--- src/rtl/mbist_pkg.sv ---
// Shared types and sizing for the MBIST repair-table loader and its lookup CAM.
package mbist_pkg;

  localparam int BIST_ADDR_WD   = 9;
  localparam int BIST_ERR_LIMIT = 4;
  localparam int FRAME_WD       = 16;
  localparam int FRAME_VLD_BIT  = 15;
  localparam int SLOT_IDX_WD    = (BIST_ERR_LIMIT > 1) ? $clog2(BIST_ERR_LIMIT) : 1;
  localparam int FRAME_CNT_WD   = 5;

  typedef enum logic [1:0] {IDLE, SHIFT, COMMIT} repair_ld_st_t;

  typedef struct packed {
    logic                    vld;
    logic [BIST_ADDR_WD-1:0] addr;
  } repair_ent_t;

  function automatic logic [3:0] count_valid(input repair_ent_t [BIST_ERR_LIMIT-1:0] ents);
    logic [3:0] n;
    n = '0;
    for (int i = 0; i < BIST_ERR_LIMIT; i++) begin
      n = n + {3'b000, ents[i].vld};
    end
    return n;
  endfunction

endpackage

--- src/rtl/mbist_repair_cam.sv ---
// Committed repair table with a zero-latency priority match that steers hits onto spare rows.
module mbist_repair_cam
  import mbist_pkg::*;
#(
  parameter logic [BIST_ADDR_WD-1:0] REPAIR_ADDR_START = 9'h1FC
) (
  input  logic                                clk,
  input  logic                                rst_n,
  input  logic                                commit,
  input  repair_ent_t [BIST_ERR_LIMIT-1:0]    stage,
  input  logic        [BIST_ADDR_WD-1:0]      addr_in,
  output logic        [BIST_ADDR_WD-1:0]      addr_out,
  output logic                                hit
);

  repair_ent_t [BIST_ERR_LIMIT-1:0] tbl;

  always_ff @(posedge clk or negedge rst_n) begin
    if (!rst_n) begin
      tbl <= '0;
    end else if (commit) begin
      tbl <= stage;
    end
  end

  // Scanning from the top slot down lets the lowest matching index overwrite the rest.
  always_comb begin
    addr_out = addr_in;
    hit      = 1'b0;
    for (int i = BIST_ERR_LIMIT - 1; i >= 0; i--) begin
      if (tbl[i].vld && (tbl[i].addr == addr_in)) begin
        hit      = 1'b1;
        addr_out = REPAIR_ADDR_START + BIST_ADDR_WD'(i);
      end
    end
  end

endmodule

--- src/rtl/mbist_repair_load.sv ---
// Receive end of the repair-address scan chain: deserialises frames, stages them and
// commits the whole table atomically when the shift session ends.
module mbist_repair_load
  import mbist_pkg::*;
#(
  parameter logic [BIST_ADDR_WD-1:0] BIST_REPAIR_ADDR_START = 9'h1FC
) (
  input  logic                    clk,
  input  logic                    rst_n,
  input  logic                    scan_shift,
  input  logic                    sdi,
  output logic                    sdo,
  input  logic [BIST_ADDR_WD-1:0] AddressIn,
  output logic [BIST_ADDR_WD-1:0] AddressOut,
  output logic                    repair_hit,
  output logic [3:0]              repair_cnt,
  output logic                    load_done,
  output logic                    load_err,
  output repair_ld_st_t           dbg_state
);

  // Session protocol: every clk with scan_shift=1 moves one sdi bit into the loader; the
  // first low cycle ends the session, and load_done pulses once with the new table already live.

  repair_ld_st_t                    state, state_nxt;
  logic [FRAME_WD-1:0]              sreg;
  logic [3:0]                       bit_cnt;
  logic [FRAME_CNT_WD-1:0]          frame_cnt;
  logic                             ovf;
  logic                             partial;
  repair_ent_t [BIST_ERR_LIMIT-1:0] stage;

  logic                             shift_en;
  logic                             frame_done;
  logic [FRAME_WD-1:0]              frame_word;
  logic                             slot_free;
  logic [SLOT_IDX_WD-1:0]           slot;
  logic                             unused_frame_bits;

  assign shift_en          = scan_shift && ((state == IDLE) || (state == SHIFT));
  assign frame_word        = {sdi, sreg[FRAME_WD-1:1]};
  assign frame_done        = (state == SHIFT) && scan_shift && (bit_cnt == 4'd15);
  assign slot_free         = frame_cnt < FRAME_CNT_WD'(BIST_ERR_LIMIT);
  assign slot              = frame_cnt[SLOT_IDX_WD-1:0];
  assign unused_frame_bits = ^frame_word[FRAME_VLD_BIT-1:BIST_ADDR_WD];
  assign sdo               = sreg[0];
  assign dbg_state         = state;

  always_ff @(posedge clk or negedge rst_n) begin
    if (!rst_n) begin
      state <= IDLE;
    end else begin
      state <= state_nxt;
    end
  end

  always_comb begin
    state_nxt = state;
    case (state)
      IDLE:    if (scan_shift) state_nxt = SHIFT;
      SHIFT:   if (!scan_shift) state_nxt = COMMIT;
      COMMIT:  state_nxt = IDLE;
      default: state_nxt = IDLE;
    endcase
  end

  // The IDLE->SHIFT cycle already carries frame bit 0, so the bit counter restarts at 1.
  always_ff @(posedge clk or negedge rst_n) begin
    if (!rst_n) begin
      sreg      <= '0;
      bit_cnt   <= '0;
      frame_cnt <= '0;
      ovf       <= 1'b0;
      partial   <= 1'b0;
      stage     <= '0;
    end else begin
      if (shift_en) begin
        sreg <= frame_word;
      end
      if ((state == IDLE) && scan_shift) begin
        bit_cnt   <= 4'd1;
        frame_cnt <= '0;
        ovf       <= 1'b0;
        partial   <= 1'b0;
        for (int i = 0; i < BIST_ERR_LIMIT; i++) begin
          stage[i].vld <= 1'b0;
        end
      end else if ((state == SHIFT) && scan_shift) begin
        bit_cnt <= bit_cnt + 4'd1;
        if (frame_done) begin
          if (slot_free) begin
            stage[slot] <= repair_ent_t'({frame_word[FRAME_VLD_BIT], frame_word[BIST_ADDR_WD-1:0]});
            frame_cnt   <= frame_cnt + FRAME_CNT_WD'(1);
          end else begin
            ovf <= 1'b1;
          end
        end
      end else if (state == SHIFT) begin
        partial <= (bit_cnt != 4'd0);
      end
    end
  end

  always_ff @(posedge clk or negedge rst_n) begin
    if (!rst_n) begin
      load_done  <= 1'b0;
      load_err   <= 1'b0;
      repair_cnt <= '0;
    end else begin
      load_done <= (state == COMMIT);
      if (state == COMMIT) begin
        load_err   <= ovf | partial;
        repair_cnt <= count_valid(stage);
      end
    end
  end

  mbist_repair_cam #(
    .REPAIR_ADDR_START (BIST_REPAIR_ADDR_START)
  ) u_cam (
    .clk      (clk),
    .rst_n    (rst_n),
    .commit   (state == COMMIT),
    .stage    (stage),
    .addr_in  (AddressIn),
    .addr_out (AddressOut),
    .hit      (repair_hit)
  );

endmodule

--- config.mk ---
export PLATFORM = sky130hd
export DESIGN_NAME = mbist_repair_load
export DESIGN_NICKNAME = d
export VERILOG_FILES = /design/src/rtl/mbist_pkg.sv /design/src/rtl/mbist_repair_cam.sv /design/src/rtl/mbist_repair_load.sv
export SDC_FILE = /design/constraint.sdc
export NUM_CORES = 1
export LEC_CHECK = 0
export CAP_MARGIN = 20
export CORE_UTILIZATION = 35
export CTS_CLUSTER_DIAMETER = 60
export DETAILED_ROUTE_END_ITERATION = 6
export SETUP_SLACK_MARGIN = 0.5
export SLEW_MARGIN = 20
export SYNTH_ARGS = -nofsm -noshare
export SYNTH_HDL_FRONTEND = slang
export SYNTH_HIERARCHICAL = 1
export SYNTH_SLANG_ARGS = --single-unit
--- constraint.sdc ---
create_clock -name clk -period 2.7 [get_ports clk]
set_input_delay 0.675 -clock clk [delete_from_list [all_inputs] [get_ports clk]]
set_output_delay 0.675 -clock clk [all_outputs]
set_load 0.02 [all_outputs]
== Yosys cells after proc, flatten, opt, wreduce, memory -nomap -nowiden ==
Cells that the tools add are included.
Cells by class
  add/subtract/negate cells: 5
  multipliers: 0
  divide/modulo/power cells: 0
  $lt $le $gt $ge: 3
  equality and inequality tests: 11
  shifts and indexed selects: 0
  muxes and demuxes: 34
  bitwise gates (word level): 2
  reduce and logical (&&, ||, !) cells: 21
Operator list (count)
  $mux 40: 3
  $bwmux 40: 1
  $eq 9x9->1: 4
  $mux 9: 4
  $demux 10 s2: 1
  $mux 5: 4
  $mux 1: 15
  $mux 10: 1
  $logic_and 1x1->1: 9
  $mux 4: 2
  $reduce_bool 2->1: 4
  $ne 2x2->1 const B: 3
  $reduce_and 3->1: 2
  $add 5x1->5 const B: 1
  $lt 5x3->1 const B: 1
  $add 3x1->4: 1
  $add 4x1->4 const B: 1
  $eq 4x4->1 const B: 1
  $mux 2: 2
  $pmux 2 s2: 1
  $reduce_and 2->1: 2
  $reduce_and 4->1: 1
  $reduce_bool 4->1: 1
  $add 2x1->3: 1
  other kinds (10): 10
Storage, ports and cells
  flip-flop bits (word level): 115
  latch bits: 0
  RAM bits: 0
  memory bits (read-only): 0
  bits of input ports: 13
  output and inout port bits: 19
  word-level logic and storage cells: 101
  memories kept: 0

== Depth between registers and ports, before layout ==
Gate-level depths: netlist of the first run.
  depth in word-level cells: 9
  mapped depth: 6
  gate-level depth less buffers: 6

== By module ==
Netlist of the first run, hierarchy kept.
By module, submodules not included
  mbist_repair_load: times used 1, cells each 215, area each 3154.3 µm², seq. area each 1851.8 µm²
  mbist_repair_cam: times used 1, cells each 159, area each 2087.0 µm², seq. area each 1001.0 µm²

== Least setup slack after synthesis of the first run ==
Ideal clock, no wire load.
  path kind: input to output
  from: input port AddressIn[4]
  to: output port AddressOut[1]
  arrival: 1895 ps
  data required time: 2025 ps
  slack: 130 ps
  stages on the path: 6
  buffers on the path: 1
  cell sequence: buf_4 -> xnor2_1 -> nand4_2 -> nor3_4 -> nor3_1 -> nor3_1
Between the ends
  word-level cells in the longest chain between the ends: 6
  elaborated cells on any way between the ends: 12
  those cells by class: eq/ne (4); mux (4); reduce/logical (4)
RTL lines
  start: declaration: line mbist_repair_load.sv:13  | input logic [BIST_ADDR_WD-1:0] AddressIn,
  $eq 9x9->1: line mbist_repair_cam.sv:31  | if (tbl[i].vld && (tbl[i].addr == addr_in)) begin
  $logic_and 1x1->1: line mbist_repair_cam.sv:31
  $mux 9 (3 in a row): line mbist_repair_cam.sv:31
  $mux 9 *: line mbist_repair_cam.sv:31
  end: declaration: line mbist_repair_load.sv:14  | output logic [BIST_ADDR_WD-1:0] AddressOut,
Mark *: on every way between the ends. The rest lies on a longest branch, timed or not.

== Worst setup path after layout of the first run ==
  from: input port AddressIn[5]
  to: output port AddressOut[5]
Same word-level chain as after synthesis.

==> results.yml, run 1 <==
placed_design:
  place_congestion: 0.734
  portBuffers: 30
  placed_area_um2: 5760
  dp_hpwl_um: 6820
  dp.cells: 578
sta:
  hold_violations: 0
  max_slew_margin_pct: 66.4
  period_share_pct: 98.7
  slew_violations: 0
  tightest_slew_ns: 0.503
  post-route-min-period_ns: 2.67
  finalSetupViolations: 0
  finClkSkew_ns: 0.00661
  rsz0062_at_grt: "yes"
  fmax_mhz: 375
global_route:
  grt_overflow: 0
  antenna_found_initial: 0
  grt_pass1_wl_um: 17100
  grt.total_usage_pct: 14.5
  grt_pass1_vias: 3180
  grt_max_degree: 53
detailed_routing:
  drt-pass1-iter-count: 4
  drc_errors: 0
  route.vias.total: 2928
  drt_iter0_drc: 94
  viasPerCell: 4.80
  drtAntennaViolNets: 0
  wl_per_cell_um: 16.7
  wl_um: 10200
power_and_ir_drop:
  combinationalPowerShare_pct: 9.4
  powerDensity_nw_per_um2: 719
  swShare_pct: 23.0
  switchingPower_mw: 1.09
  leakage_nw: 3.16
  p_int_mw: 3.64
  pwr-share-clk_pct: 47.6
  seqPwrFrac_pct: 43.0
  vdd_ir_drop_max_v: 0.000408
  power_mw: 4.72
critical_path:
  cp-end-kind: "output port"
  crit_type: "input port to output port"
  cp.required_ns: 2.03
  crit_fanout: 8
  cp-start-kind: "input port"
  arrival_ns: 1.99
  crit_start: "AddressIn[5]"
  r2r_start: "bit_cnt[0]$_DFFE_PN0P_"
synth:
  synth_ff_type: "dfrtp_1"
  ys_ff_latch: 114
  synth_edf_count: 0
  syn-num-nets: 396
  synth_cells: 374
  ys_warn_count: 6
  synthArstFlopShare_pct: 100
  syn_area_per_cell_um2: 14.0
  yosys.cell_types.count: 40
  yosysSeqAreaShare_pct: 54.4
  syn_area_um2: 5240
cts:
  clock_sinks: 114
  htreeDepth: 4
  cts_buffer_depth: 2
  cts_tree: "built"
  numCtsBuffers: 17
  cts-root-buf: "clkbuf_16"
  clk-insertion-delay-late_ns: 0.40
  clkTransAtPathRegs_ns: 0.05
final_layout:
  finish.instance_area_um2: 6570
  fin_cells: 610
  nNetsFinal: 438
  diodes: 0
  mostFrequentLayoutCell: "dfrtp_1"
  mostFrequentLayoutCells: "112 x dfrtp_1, 88 x mux2_2, 20 x xnor2_1, 18 x nand2_1, 18 x buf_4"
  drive_gt1_share_pct: 49.1
  syn_to_final_growth_pct: 25.3
min_path:
  hold_path_class: "input port to asynchronous set/reset pin"
outcome:
  outcome: "completed"
floorplanning:
  rows: 44
  start_util_pct: 35.9
  design.portCount: 32
  fp.dieH_um: 124
  core_um2: 14600
  die_x_um: 124
  dieArea_um2: 15500
flow_run:
  cap_violations: 0
## registers in the layout, summed over array words and instances (netlist names), 2 cells and up
signal,cells
u_cam/tbl,40
bit_cnt,4
dbg_state,2
stage,40
repair_cnt,3
frame_cnt,5
sreg,16
## path summary, 6_finish.rpt
check / endpoint / slack (ns) / cells after the start
hold reg to reg: u_cam/tbl[10]$_DFFE_PN0P_ / 0.49 / 1
setup / recovery: AddressOut[5] / 0.03 / 8
hold / removal: stage[16]$_DFFE_PN0P_ / 0.24 / 1
max in group asynchronous: dbg_state[1]$_DFFE_PN0P_ / 1.73 / 2
min in group clk: u_cam/tbl[10]$_DFFE_PN0P_ / 0.49 / 1
setup reg to reg: stage[30]$_DFFE_PN0P_ / 0.81 / 4
## final cells by class
type	count	area [um2]
clock buffer	25	536
inverter	13	48.8
clock inverter	4	70.1
timing repair buffer	46	432
sequential	114	2860
multi-input combinational	224	2390
fill	1281	8020
tap	184	230
## power by group through the flow
stage	Sequential (mW)	Combinational (mW)	Clock, mW
floorplan	2.00	0.282	0
global placement	2.05	0.426	0
detailed placement	2.06	0.436	0
CTS	2.03	0.451	2.30
global route	2.06	0.493	2.38
finish	2.03	0.446	2.25
## cells by family (layout without fill, tap and decap cells)
group / after synthesis / after routing / synth area share, %
compound gates: 9 / 9 / 1.15
fa+ha+maj: 9 / 9 / 2.29
xor+xnor: 36 / 36 / 6.02
other cells: 1 / 1 / 0.0715
buf+inv: 36 / 88 / 4.25
mux: 104 / 104 / 22.7
flops: 114 / 114 / 54.4
simple gates: 65 / 65 / 9.07
## critical path, stage by stage
cell      delay [ns]
buf_2           0.20
xnor2_2         0.14
nand4_1         0.17
nor3_4          0.34
nor4_4          0.09
buf_6           0.18
nand2b_4        0.08
buf_6           0.11
## metal layers
metal / track usage [%] / vias up / part of all wire [%]
li1: - / 1366 / -
met1: 18.7 / 1519 / 47
met2: 22.8 / 34 / 49
met3: 4.38 / 9 / 2.9
met4: 5.60 / 0 / 0.87
met5: 0 / - / 0
## synthesized netlist by cell type (2+ instances only)
cell type,count,share of area [%]
dfrtp_1,114,54
mux2_2,88,19
xnor2_1,36,6.0
nand2_1,18,1.3
inv_1,13,0.93
nand4_1,9,1.1
ha_1,8,1.9
mux2_4,8,2.3
mux2i_1,8,1.5
nand2b_1,8,0.95
buf_4,7,1.0
buf_2,6,0.57
buf_6,5,1.1
clkbuf_1,4,0.29
a21oi_1,3,0.29
nand4_4,3,1.2
nor2_1,3,0.21
nor3_2,3,0.57
nor3b_1,3,0.43
a22o_1,2,0.33
and3_2,2,0.29
nand3b_1,2,0.29
nand4_2,2,0.48
nor3_1,2,0.19
nor3_4,2,0.62
## metrics by stage
stage	utilization, %	hold WS, ns	setup TNS, ns	worst slack, ns
2_1_floorplan	-	0.379	0	0.321
3_3_place_gp	39.5	0.481	-9.13	-0.931
3_5_place_dp	39.5	0.486	-8.98	-0.921
4_1_cts	44.7	0.244	0	0.0424
5_1_grt	45.0	0.276	-0.136	-0.0210
6_report	45.0	0.239	0	0.0338
## what timing repair did
item	in CTS	in global routing
gates resized for setup	131	10
hold buffers	0	0
endpoints found under the hold margin	0	0
buffers inserted	3	0
endpoints found under the setup margin	11	11
pin swaps	23	10
Note: power is estimated with default switching activity, not from simulation.
==> run 2, diff against run 1 <==
- CAP_MARGIN: 20 -> default
==> results of run 2 <==
No change in the layout: final DEF, timing and power equal those of run 1.
==> run 3, diff against run 2 <==
--- a/config.mk
+++ b/config.mk
@@ -7,2 +7,4 @@
 export LEC_CHECK = 0
+export CELL_PAD_IN_SITES_DETAIL_PLACEMENT = 1
+export CELL_PAD_IN_SITES_GLOBAL_PLACEMENT = 1
 export CORE_UTILIZATION = 35
@@ -10,3 +12,5 @@
 export DETAILED_ROUTE_END_ITERATION = 6
+export PLACE_DENSITY_LB_ADDON = 0.1
 export SETUP_SLACK_MARGIN = 0.5
+export SKIP_LAST_GASP = 1
 export SLEW_MARGIN = 20
==> constraint.sdc (replaced) <==
create_clock -name clk -period 2.7 [get_ports clk]
set_input_delay 0.405 -clock clk [delete_from_list [all_inputs] [get_ports clk]]
set_output_delay 0.405 -clock clk [all_outputs]
set_load 0.02 [all_outputs]
==> run 3 against run 2 <==
Against the previous run:
- die area is the same
- non-clock buffer count grew 7
- utilization shrank 0.50 points
- cell area shrank 1.1%
- cell count grew 1.6%
- largest cell class unchanged
- largest power group unchanged
- sequential share of layout area grew 0.45 points
- worst hold slack lost 0.18 ns
==> results.yml, run 3 (synthesis gave the netlist of run 1 again) <==
power_and_ir_drop:
  vdd_ir_drop_max_v: 0.000584
  combinationalPowerShare_pct: 9.6
  swShare_pct: 24.4
  p_int_mw: 3.50
  pwr-share-clk_pct: 46.6
  leakage_nw: 3.09
  seqPwrFrac_pct: 43.8
  switchingPower_mw: 1.13
  powerDensity_nw_per_um2: 713
final_layout:
  nNetsFinal: 445
  reg_top3: "stage x40, u_cam/tbl x40, sreg x16"
  diodes: 0
  area.sequential_um2: 2850
  mostFrequentLayoutCell: "dfrtp_1"
  post-route-util_pct: 44.5
  mostFrequentLayoutCells: "114 x dfrtp_1, 88 x mux2_2, 25 x xnor2_1, 20 x buf_4, 18 x nand2_1"
  drive_gt1_share_pct: 45.2
  multi_input_area_um2: 2300
  n_fill_cell: 1480
  syn_to_final_growth_pct: 23.9
sta:
  hold_violations: 0
  tightest_slew_ns: 0.665
  finClkSkew_ns: 0.00625
  fmax_mhz: 432
  timing.hold.ws_ns: 0.0610
  period_share_pct: 85.8
  fin_tns_setup_ns: 0
  post-route-min-period_ns: 2.32
  worst_slack_ns: 0.385
  slew_violations: 0
  rsz0062_at_grt: "yes"
  finalSetupViolations: 0
  max_slew_margin_pct: 55.7
detailed_routing:
  viasPerCell: 4.81
  drt_iter0_drc: 150
  wl_um: 11200
  drc_errors: 0
  wl_per_cell_um: 18.0
  route.vias.total: 2983
  drtAntennaViolNets: 0
  drt-pass1-iter-count: 4
global_route:
  grt.total_usage_pct: 16.1
  antenna_found_initial: 0
  grt_pass1_vias: 3452
  use_met2_pct: 25.7
  grt_max_degree: 115
  met1_usage_pct: 20.6
  grt_use_met3_pct: 4.55
  grt_overflow: 0
  grt_pass1_wl_um: 19000
  grt.busiest_layer: "met2"
critical_path:
  cp_slowest_cell: "dfrtp_1"
  crit_chain: "xnor2_2 > nand4_1 > nor3_4 > nor4_4 > buf_6 > nand2b_4 > buf_6"
  r2r_start: "bit_cnt[0]$_DFFE_PN0P_"
  crit_start: "u_cam/tbl[38]$_DFFE_PN0P_"
  arrival_ns: 1.91
  cp.required_ns: 2.30
  regToRegEndpoint: "stage[30]$_DFFE_PN0P_"
  crit_type: "flip-flop to output port"
  ff2ff_path_depth: 4
  slowest_delay_ns: 0.40
  path_common_cell: "buf_6"
  cp-start-kind: "flip-flop"
  crit_fanout: 5
  reg2reg_slack_ns: 0.77
  cp-end-kind: "output port"
floorplanning:
  design.portCount: 32
  die_x_um: 124
  core_um2: 14600
  start_util_pct: 35.9
  dieArea_um2: 15500
  rows: 44
  fp.dieH_um: 124
cts:
  hold_buffers: 0
  clock_sinks: 114
  clkTransAtPathRegs_ns: 0.05
  cts_buffer_depth: 2
  htreeDepth: 4
  numCtsBuffers: 17
  cts-root-buf: "clkbuf_16"
  cts_tree: "built"
  clk-insertion-delay-late_ns: 0.41
outcome:
  outcome: "completed"
placed_design:
  dp_hpwl_um: 7380
  place_congestion: 0.725
  dp_slack_ns: -0.459
  portBuffers: 30
flow_run:
  cap_violations: 0
min_path:
  hold_path_class: "input port to asynchronous set/reset pin"
## run 3: cell types whose count changed in the layout (fill, tap and decap cells not counted), moves of 3 or more
cell | previous run | this run
clkbuf_1 | 0 | 4
nand2b_1 | 1 | 4
clkdlybuf4s15_2 | 0 | 3
xnor2_1 | 20 | 25
clkbuf_8 | 8 | 2
clkinvlp_4 | 0 | 3
dlygate4sd2_1 | 1 | 4
xnor2_2 | 15 | 11
nand2b_4 | 7 | 4
## run 3: layout make-up
type	instances	share of cell area [%]
flip-flops and latches	114	43.9
multi-input cells	224	35.4
repair buffers	53	7.53
clock buffers	23	7.21
well taps	184	3.55
clock inverters	9	1.64
inverters	13	0.751
## run 3: power by group through the flow
| stage | Sequential, mW | Clock, mW | Combinational, mW |
|---|---|---|---|
| 2_1_floorplan | 2.00 | 0 | 0.279 |
| 3_3_place_gp | 2.05 | 0 | 0.435 |
| 3_5_place_dp | 2.06 | 0 | 0.445 |
| 4_1_cts | 2.03 | 2.22 | 0.460 |
| 5_1_grt | 2.06 | 2.29 | 0.504 |
| 6_report | 2.03 | 2.16 | 0.446 |
## run 3: worst max path at each step
stage                          endpoint  slack, ns  cells after the start
after floorplan           AddressOut[1]       0.67                      6
after global placement    AddressOut[3]      -0.42                      8
after detailed placement  AddressOut[3]      -0.46                      8
after CTS                 AddressOut[3]       0.36                      7
after global routing      AddressOut[1]       0.27                      6
final                     AddressOut[3]       0.38                      7
## run 3: metal layers
| metal | routed length, um | part of all wire, % |
|---|---|---|
| met3 | 300 | 2.7 |
| met1 | 5120 | 46 |
| met4 | 182 | 1.6 |
| met5 | 0 | 0 |
| met2 | 5560 | 50 |
## run 3: what timing repair did
action / 4_1_cts / 5_1_grt
setup endpoints to repair: 10 / 10
setup buffers: 2 / 1
gates resized for setup: 100 / 1
pin swaps: 6 / 0
## run 3: metrics by stage
step	cell area [um2]	std cells	power (mW)
after CTS	6490	619	4.71
after floorplan	5240	374	2.28
after global routing	6490	620	4.86
after detailed placement	5770	585	2.51
after global placement	5770	585	2.49
final	6490	620	4.63
## run 3: critical path: cells and delay by family (launching register included)
family / cells / cell delay, ns
and+or+nand+nor: 4 / 0.60
xor gates and xnor gates: 1 / 0.17
buffers and inverters: 2 / 0.32
DFF: 1 / 0.40
